===== src/rtl/gauss3x3_stream_if.sv =====
// Stream bundle for gauss3x3_stream: column beats in, filtered pixels out.
// The core uses the slave modport; the pixel source/sink side uses master.
interface gauss3x3_stream_if #(
   parameter int DATA_W = 8
);
   logic [DATA_W-1:0] in_top;
   logic [DATA_W-1:0] in_mid;
   logic [DATA_W-1:0] in_bot;
   logic              in_valid;
   logic              in_sof;
   logic              in_ready;
   logic [DATA_W-1:0] out_pixel;
   logic              out_valid;
   logic              out_eol;
   logic              out_eof;
   logic              out_ready;

   modport master (
      output in_top, in_mid, in_bot, in_valid, in_sof, out_ready,
      input  in_ready, out_pixel, out_valid, out_eol, out_eof
   );

   modport slave (
      input  in_top, in_mid, in_bot, in_valid, in_sof, out_ready,
      output in_ready, out_pixel, out_valid, out_eol, out_eof
   );
endinterface


===== src/rtl/gauss3x3_stream.sv =====
// Streaming 3x3 Gaussian filter with self-generated position/edge flags, end-of-row flush and
// zero-pad borders; define GAUSS_REPLICATE_EN to honour border_mode (1 = replicate borders).
//
// state | meaning
// RUN   | accepting column beats from upstream
// FLUSH | one advance with an all-zero column to emit the last pixel of the row
module gauss3x3_stream #(
   parameter int DATA_W = 8,
   parameter int IMG_W  = 640,
   parameter int IMG_H  = 480
) (
   input  logic             clk,
   input  logic             rst,
   input  logic             border_mode,
   gauss3x3_stream_if.slave bus
);
   localparam int CW = (IMG_W > 1) ? $clog2(IMG_W) : 1;
   localparam int RW = (IMG_H > 1) ? $clog2(IMG_H) : 1;
   localparam logic [CW-1:0] COL_LAST = CW'(IMG_W - 1);
   localparam logic [RW-1:0] ROW_LAST = RW'(IMG_H - 1);

   typedef enum logic {RUN, FLUSH} state_t;
   typedef logic [2:0][DATA_W-1:0] column_t;   // [0]=top, [1]=mid, [2]=bot

   state_t            state_q, state_d;
   logic [CW-1:0]     col_q, col_d;
   logic [RW-1:0]     row_q, row_d;
   column_t [2:0]     win_q, win_d;            // [0]=left (oldest), [2]=right (newest)
   logic              win_vld_q, win_vld_d;
   logic              top_q, top_d, bot_q, bot_d;
   logic              left_q, left_d, right_q, right_d;
   logic              eol_q, eol_d, eof_q, eof_d;
   logic              out_valid_q, out_valid_d;
   logic [DATA_W-1:0] out_pixel_q, out_pixel_d;
   logic              out_eol_q, out_eol_d;
   logic              out_eof_q, out_eof_d;

   logic              adv;
   logic              accept;
   logic [CW-1:0]     col_eff;
   logic [RW-1:0]     row_eff;
   column_t [2:0]     tap;
   logic [DATA_W+3:0] sum;
   logic [DATA_W-1:0] pix_filt;

   assign adv           = !out_valid_q || bus.out_ready;
   assign bus.in_ready  = adv && (state_q == RUN) && !rst;
   assign accept        = bus.in_valid && bus.in_ready;
   assign bus.out_valid = out_valid_q;
   assign bus.out_pixel = out_pixel_q;
   assign bus.out_eol   = out_eol_q;
   assign bus.out_eof   = out_eof_q;

   // Rows are masked first so a replicated corner tap ends up equal to the center pixel.
`ifdef GAUSS_REPLICATE_EN
   always_comb begin
      tap = win_q;
      for (int c = 0; c < 3; c++) begin
         if (top_q) tap[c][0] = border_mode ? win_q[c][1] : '0;
         if (bot_q) tap[c][2] = border_mode ? win_q[c][1] : '0;
      end
      if (left_q)  tap[0] = border_mode ? tap[1] : '0;
      if (right_q) tap[2] = border_mode ? tap[1] : '0;
   end
`else
   logic unused_border_mode;
   assign unused_border_mode = border_mode;

   always_comb begin
      tap = win_q;
      for (int c = 0; c < 3; c++) begin
         if (top_q) tap[c][0] = '0;
         if (bot_q) tap[c][2] = '0;
      end
      if (left_q)  tap[0] = '0;
      if (right_q) tap[2] = '0;
   end
`endif

   function automatic logic [DATA_W+3:0] ext(input logic [DATA_W-1:0] p);
      return {4'b0000, p};
   endfunction

   always_comb begin
      sum = ext(tap[0][0])        + (ext(tap[1][0]) << 1) + ext(tap[2][0])
          + (ext(tap[0][1]) << 1) + (ext(tap[1][1]) << 2) + (ext(tap[2][1]) << 1)
          + ext(tap[0][2])        + (ext(tap[1][2]) << 1) + ext(tap[2][2]);
      pix_filt = DATA_W'((sum + (DATA_W+4)'(8)) >> 4);
   end

   always_comb begin
      state_d     = state_q;
      col_d       = col_q;
      row_d       = row_q;
      win_d       = win_q;
      win_vld_d   = win_vld_q;
      top_d       = top_q;
      bot_d       = bot_q;
      left_d      = left_q;
      right_d     = right_q;
      eol_d       = eol_q;
      eof_d       = eof_q;
      out_valid_d = out_valid_q;
      out_pixel_d = out_pixel_q;
      out_eol_d   = out_eol_q;
      out_eof_d   = out_eof_q;
      col_eff     = bus.in_sof ? '0 : col_q;
      row_eff     = bus.in_sof ? '0 : row_q;

      if (adv) begin
         out_valid_d = win_vld_q;
         out_pixel_d = win_vld_q ? pix_filt : out_pixel_q;
         out_eol_d   = win_vld_q && eol_q;
         out_eof_d   = win_vld_q && eof_q;
         win_vld_d   = 1'b0;

         if (state_q == FLUSH) begin
            win_d     = {column_t'('0), win_q[2], win_q[1]};
            win_vld_d = 1'b1;
            left_d    = 1'b0;
            right_d   = 1'b1;
            eol_d     = 1'b1;
            eof_d     = (row_q == ROW_LAST);
            top_d     = (row_q == '0);
            bot_d     = (row_q == ROW_LAST);
            row_d     = (row_q == ROW_LAST) ? '0 : row_q + RW'(1);
            state_d   = RUN;
         end else if (accept) begin
            win_d     = {{bus.in_bot, bus.in_mid, bus.in_top}, win_q[2], win_q[1]};
            win_vld_d = (col_eff != '0);
            left_d    = (col_eff == CW'(1));
            right_d   = 1'b0;
            eol_d     = 1'b0;
            eof_d     = 1'b0;
            top_d     = (row_eff == '0);
            bot_d     = (row_eff == ROW_LAST);
            row_d     = row_eff;
            if (col_eff == COL_LAST) begin
               col_d   = '0;
               state_d = FLUSH;
            end else begin
               col_d   = col_eff + CW'(1);
            end
         end
      end
   end

   always_ff @(posedge clk or posedge rst) begin
      if (rst) begin
         state_q     <= RUN;
         col_q       <= '0;
         row_q       <= '0;
         win_q       <= '0;
         win_vld_q   <= 1'b0;
         top_q       <= 1'b0;
         bot_q       <= 1'b0;
         left_q      <= 1'b0;
         right_q     <= 1'b0;
         eol_q       <= 1'b0;
         eof_q       <= 1'b0;
         out_valid_q <= 1'b0;
         out_pixel_q <= '0;
         out_eol_q   <= 1'b0;
         out_eof_q   <= 1'b0;
      end else begin
         state_q     <= state_d;
         col_q       <= col_d;
         row_q       <= row_d;
         win_q       <= win_d;
         win_vld_q   <= win_vld_d;
         top_q       <= top_d;
         bot_q       <= bot_d;
         left_q      <= left_d;
         right_q     <= right_d;
         eol_q       <= eol_d;
         eof_q       <= eof_d;
         out_valid_q <= out_valid_d;
         out_pixel_q <= out_pixel_d;
         out_eol_q   <= out_eol_d;
         out_eof_q   <= out_eof_d;
      end
   end
endmodule


===== src/flat_wrapper.sv =====
// flat-port wrapper written by rule: the top's interface ports become plain ports
module gauss3x3_stream_flat 
#(
   parameter int DATA_W = 8,
   parameter int IMG_W  = 640,
   parameter int IMG_H  = 480
)
  (clk, rst, border_mode, bus_in_top, bus_in_mid, bus_in_bot, bus_in_valid, bus_in_sof, bus_out_ready, bus_in_ready, bus_out_pixel, bus_out_valid, bus_out_eol, bus_out_eof);
  gauss3x3_stream_if #(.DATA_W(DATA_W)) bus_i ();
  input  logic clk;
  input  logic rst;
  input  logic border_mode;
  input wire logic [$bits(bus_i.in_top)-1:0] bus_in_top;
  input wire logic [$bits(bus_i.in_mid)-1:0] bus_in_mid;
  input wire logic [$bits(bus_i.in_bot)-1:0] bus_in_bot;
  input wire logic [$bits(bus_i.in_valid)-1:0] bus_in_valid;
  input wire logic [$bits(bus_i.in_sof)-1:0] bus_in_sof;
  input wire logic [$bits(bus_i.out_ready)-1:0] bus_out_ready;
  output wire logic [$bits(bus_i.in_ready)-1:0] bus_in_ready;
  output wire logic [$bits(bus_i.out_pixel)-1:0] bus_out_pixel;
  output wire logic [$bits(bus_i.out_valid)-1:0] bus_out_valid;
  output wire logic [$bits(bus_i.out_eol)-1:0] bus_out_eol;
  output wire logic [$bits(bus_i.out_eof)-1:0] bus_out_eof;
  assign bus_i.in_top = bus_in_top;
  assign bus_i.in_mid = bus_in_mid;
  assign bus_i.in_bot = bus_in_bot;
  assign bus_i.in_valid = bus_in_valid;
  assign bus_i.in_sof = bus_in_sof;
  assign bus_i.out_ready = bus_out_ready;
  assign bus_in_ready = bus_i.in_ready;
  assign bus_out_pixel = bus_i.out_pixel;
  assign bus_out_valid = bus_i.out_valid;
  assign bus_out_eol = bus_i.out_eol;
  assign bus_out_eof = bus_i.out_eof;
  gauss3x3_stream #(.DATA_W(DATA_W), .IMG_W(IMG_W), .IMG_H(IMG_H)) u_core (.clk(clk), .rst(rst), .border_mode(border_mode), .bus(bus_i));
endmodule

===== config.mk =====
export PLATFORM = sky130hd
export DESIGN_NAME = gauss3x3_stream_flat
export DESIGN_NICKNAME = d
export VERILOG_FILES = /design/src/rtl/gauss3x3_stream_if.sv /design/src/rtl/gauss3x3_stream.sv /design/src/flat_wrapper.sv
export SDC_FILE = /design/constraint.sdc
export NUM_CORES = 1
export LEC_CHECK = 0
export CORE_MARGIN = 5
export CORE_UTILIZATION = 50
export CTS_CLUSTER_SIZE = 8
export DETAILED_ROUTE_END_ITERATION = 8
export PLACE_DENSITY_LB_ADDON = 0.05
export SLEW_MARGIN = 0
export SYNTH_ARGS = -nofsm -noshare
export SYNTH_HDL_FRONTEND = slang
export SYNTH_SLANG_ARGS = --single-unit

===== constraint.sdc =====
create_clock -name clk -period 6.3 [get_ports clk]
set_input_delay 1.89 -clock clk [delete_from_list [all_inputs] [get_ports clk]]
set_output_delay 1.89 -clock clk [all_outputs]
set_load 0.05 [all_outputs]

==> flow_summary.ini <==
[clocking]
cts_htree_levels = 3
cts_tree = yes
cts_buffer_depth = 2
postCtsSetupBuffers = 0
cts_buffers = 9
root_buffer = clkbuf_16
cts_hold_buf = 0
cts.clk_slew.worst_paths_ps = 70
clkLatencyLatePin_ps = 350
cts_num_sinks = 109
cts_resized = 0

[job]
maxCapViolations = 0

[final_layout]
final_common_cell = nand2_1
nFillCells = 1162
area_delta_synth_final_pct = 13.10
stdcell_area_um2 = 7715
most-common-layout-cells = 193 x nand2_1, 109 x dfrtp_1, 77 x inv_1
layout-drive-gt1-share = 0.04302
insertedDiodeCount = 0
nets = 873

[yosys]
syn-instance-count = 731
seq_area_frac_synth = 0.3999
synthArstFlopShare = 1.000
synth_nets = 840
yosys_warnings = 0
syn_avg_cell_area_um2 = 9.332
synth_top_flop_cell = dfrtp_1
ys_types = 52
ys_ff_latch = 109
synth_area_um2 = 6822
synth-edff-count = 0

[hold_path]
worst_hold_path.num_cells = 2
holdCritPathClass = flip-flop to flip-flop
worstHoldStart = u_core.win_q[5]$_DFFE_PP0P_
holdPathEnd = u_core.win_q[5]$_DFFE_PP0P_

[global_route]
busiest_layer = met2
grt_pass1_vias = 5354
antenna_found_initial = 0
use_met2 = 0.3369
grt_pass1_wl_um = 25940
grtUsageMet1 = 0.2694
grt_max_degree = 84
grt.overflow.total = 0
met3_usage = 0.02564
grt.total_usage = 0.2009

[sta]
hold_violations = 0
skew_ps = 7.825
fin_crit_ps = 5814
tightestPinTransition_ps = 1049
tns_ps = 0
drv_slew = 0
setup_viol = 0
slew-limit-headroom = 0.3006
grt_setup_unrepaired = false
post-route-period-util = 0.9228
setup_ws_ps = 486.2
max_freq_mhz = 172.0

[drt]
antenna_left = 0
vias_per_cell = 5.392
wl_per_cell_um = 16.04
drc = 0
postRouteWirelength_um = 15120
drt_first_pass_iters = 6
vias = 5085
drt_iter0_markers = 295

[setup_path]
arrival_ps = 6070
r2r_cells = 20
crit_required_ps = 6550
slowest_delay_ps = 540
reg2reg_slack_ps = 490
cp_cell_sequence = nor2_1, and2_1, ha_1, a211oi_1, nor2_1, o21ai_0, nor2b_1, xnor2_1, fa_1, inv_1, fa_1, fa_1, fa_1, inv_1, ha_1, o21a_1, o31a_1, o21a_1, o21a_1, o31ai_1
slowest_stage = fa_1
worstReg2RegStart = u_core.top_q$_DFFE_PP0P_
worstSetupPathType = flip-flop to flip-flop
endpoint_kind = flip-flop
startpoint_type = flip-flop
r2r_end = u_core.bus.out_pixel[5]$_DFFE_PP0P_
path_common_cell = fa_1
critical_path_peak_fanout = 8

[power_and_ir_drop]
power.density_nw_per_um2 = 574.9
p_clk_frac = 0.137
p_leak_nw = 3.741
irDropWorstVdd_v = 0.0004615
netSwitchingFraction = 0.4491
p_sw_mw = 1.992
internal_power_mw = 2.443
pwr-share-seq = 0.214
comb_power_share = 0.649

[die]
rows = 42
die_h_um = 126.8
dieArea_um2 = 16080
core_um2 = 13300
chipWidth_um = 126.8
start_util = 0.5131
ios = 42

[placed_design]
postPlaceCellArea_um2 = 7403
routabilityCongestion = 0.8498
pre_cts_slack_ps = 478.9
port_buffers = 40
detailedPlacementHpwl_um = 11000

[outcome]
outcome = finished clean
synth_stat cells, types with 9 or more instances:
cell type    n  area share
nand2_1    193        0.11
dfrtp_1    109        0.40
inv_1       78       0.043
fa_1        48        0.14
ha_1        31       0.057
nor2b_1     30       0.028
a22o_1      26       0.033
and2_1      23       0.021
o21ai_0     21       0.015
nor2_1      18      0.0099
clkbuf_1    17      0.0094
nand3_1     17       0.012
a21oi_1     13      0.0095
buf_2        9      0.0066
nand2b_1     9      0.0083
o21a_1       9      0.0099
worst max path at each step:
stage	startpoint	endpoint	slack, ps	depth (start not counted)
finish	u_core.top_q$_DFFE_PP0P_	u_core.bus.out_pixel[5]$_DFFE_PP0P_	490	20
global route	u_core.top_q$_DFFE_PP0P_	u_core.bus.out_pixel[5]$_DFFE_PP0P_	160	20
CTS	u_core.top_q$_DFFE_PP0P_	u_core.bus.out_pixel[5]$_DFFE_PP0P_	440	20
detailed placement	u_core.top_q$_DFFE_PP0P_	u_core.bus.out_pixel[5]$_DFFE_PP0P_	480	20
global placement	u_core.top_q$_DFFE_PP0P_	u_core.bus.out_pixel[7]$_DFFE_PP0P_	640	20
floorplan	u_core.top_q$_DFFE_PP0P_	u_core.bus.out_pixel[5]$_DFFE_PP0P_	730	22
power by group through the flow:
| stage | clock, mW | sequential, mW | combinational (mW) |
|---|---|---|---|
| after floorplan | 0 | 1.01 | 2.23 |
| after global placement | 0 | 0.955 | 2.81 |
| after detailed placement | 0 | 0.961 | 2.90 |
| after CTS | 0.623 | 0.948 | 2.93 |
| after global routing | 0.649 | 0.967 | 3.30 |
| final | 0.610 | 0.948 | 2.88 |
stage by stage:
stage	util	hold WS [ps]	cells	power, mW
final	0.5803	468.7	943	4.435
after global routing	0.5803	487.8	943	4.919
after CTS	0.5803	472.1	943	4.497
after detailed placement	0.5568	454.2	929	3.860
after global placement	0.5568	448.4	929	3.764
after floorplan	-	437.5	731	3.238
critical path, delay by kind of cell, from the launching register on:
kind,cells,cell delay (ps)
AOI/OAI and AO/OA,7,1390
xor gates and xnor gates,1,120
adders and majority gates,6,2720
buffers and inverters,2,90
DFF,1,380
and+or+nand+nor,4,1020
cells by family after synthesis:
family | synth area share
AO/OA/AOI/OAI | 0.1150
AND/OR/NAND/NOR | 0.2115
adder cells (fa/ha/maj) | 0.1977
buffers and inverters | 0.05998
flip-flops | 0.3999
XOR/XNOR | 0.01284
multiplexers | 0.003118
layout make-up:
cell class | instances | area (µm²) | share of cell area
inverters | 78 | 295.3 | 0.03827
flip-flops and latches | 109 | 2728 | 0.3536
well taps | 176 | 220.2 | 0.02854
clock buffers | 11 | 242.7 | 0.03146
repair buffers | 49 | 467.9 | 0.06066
clock inverters | 3 | 68.82 | 0.008920
multi-input cells | 517 | 3692 | 0.4786
registers in the layout (all words and copies together) (netlist names), 8 cells and up:
signal and cells:
u_core.tap 8, u_core.win_q 64, u_core.bus.out_pixel 8, u_core.row_q 9
u_core.col_q 10
layer usage:
metal	part of all wire	wire length, µm	up-vias
li1	-	-	2429
met1	0.44	6715	2509
met2	0.49	7443	126
met3	0.045	686	21
met4	0.018	277	0
met5	0	0	-
Note: power is estimated with default switching activity, not from simulation.
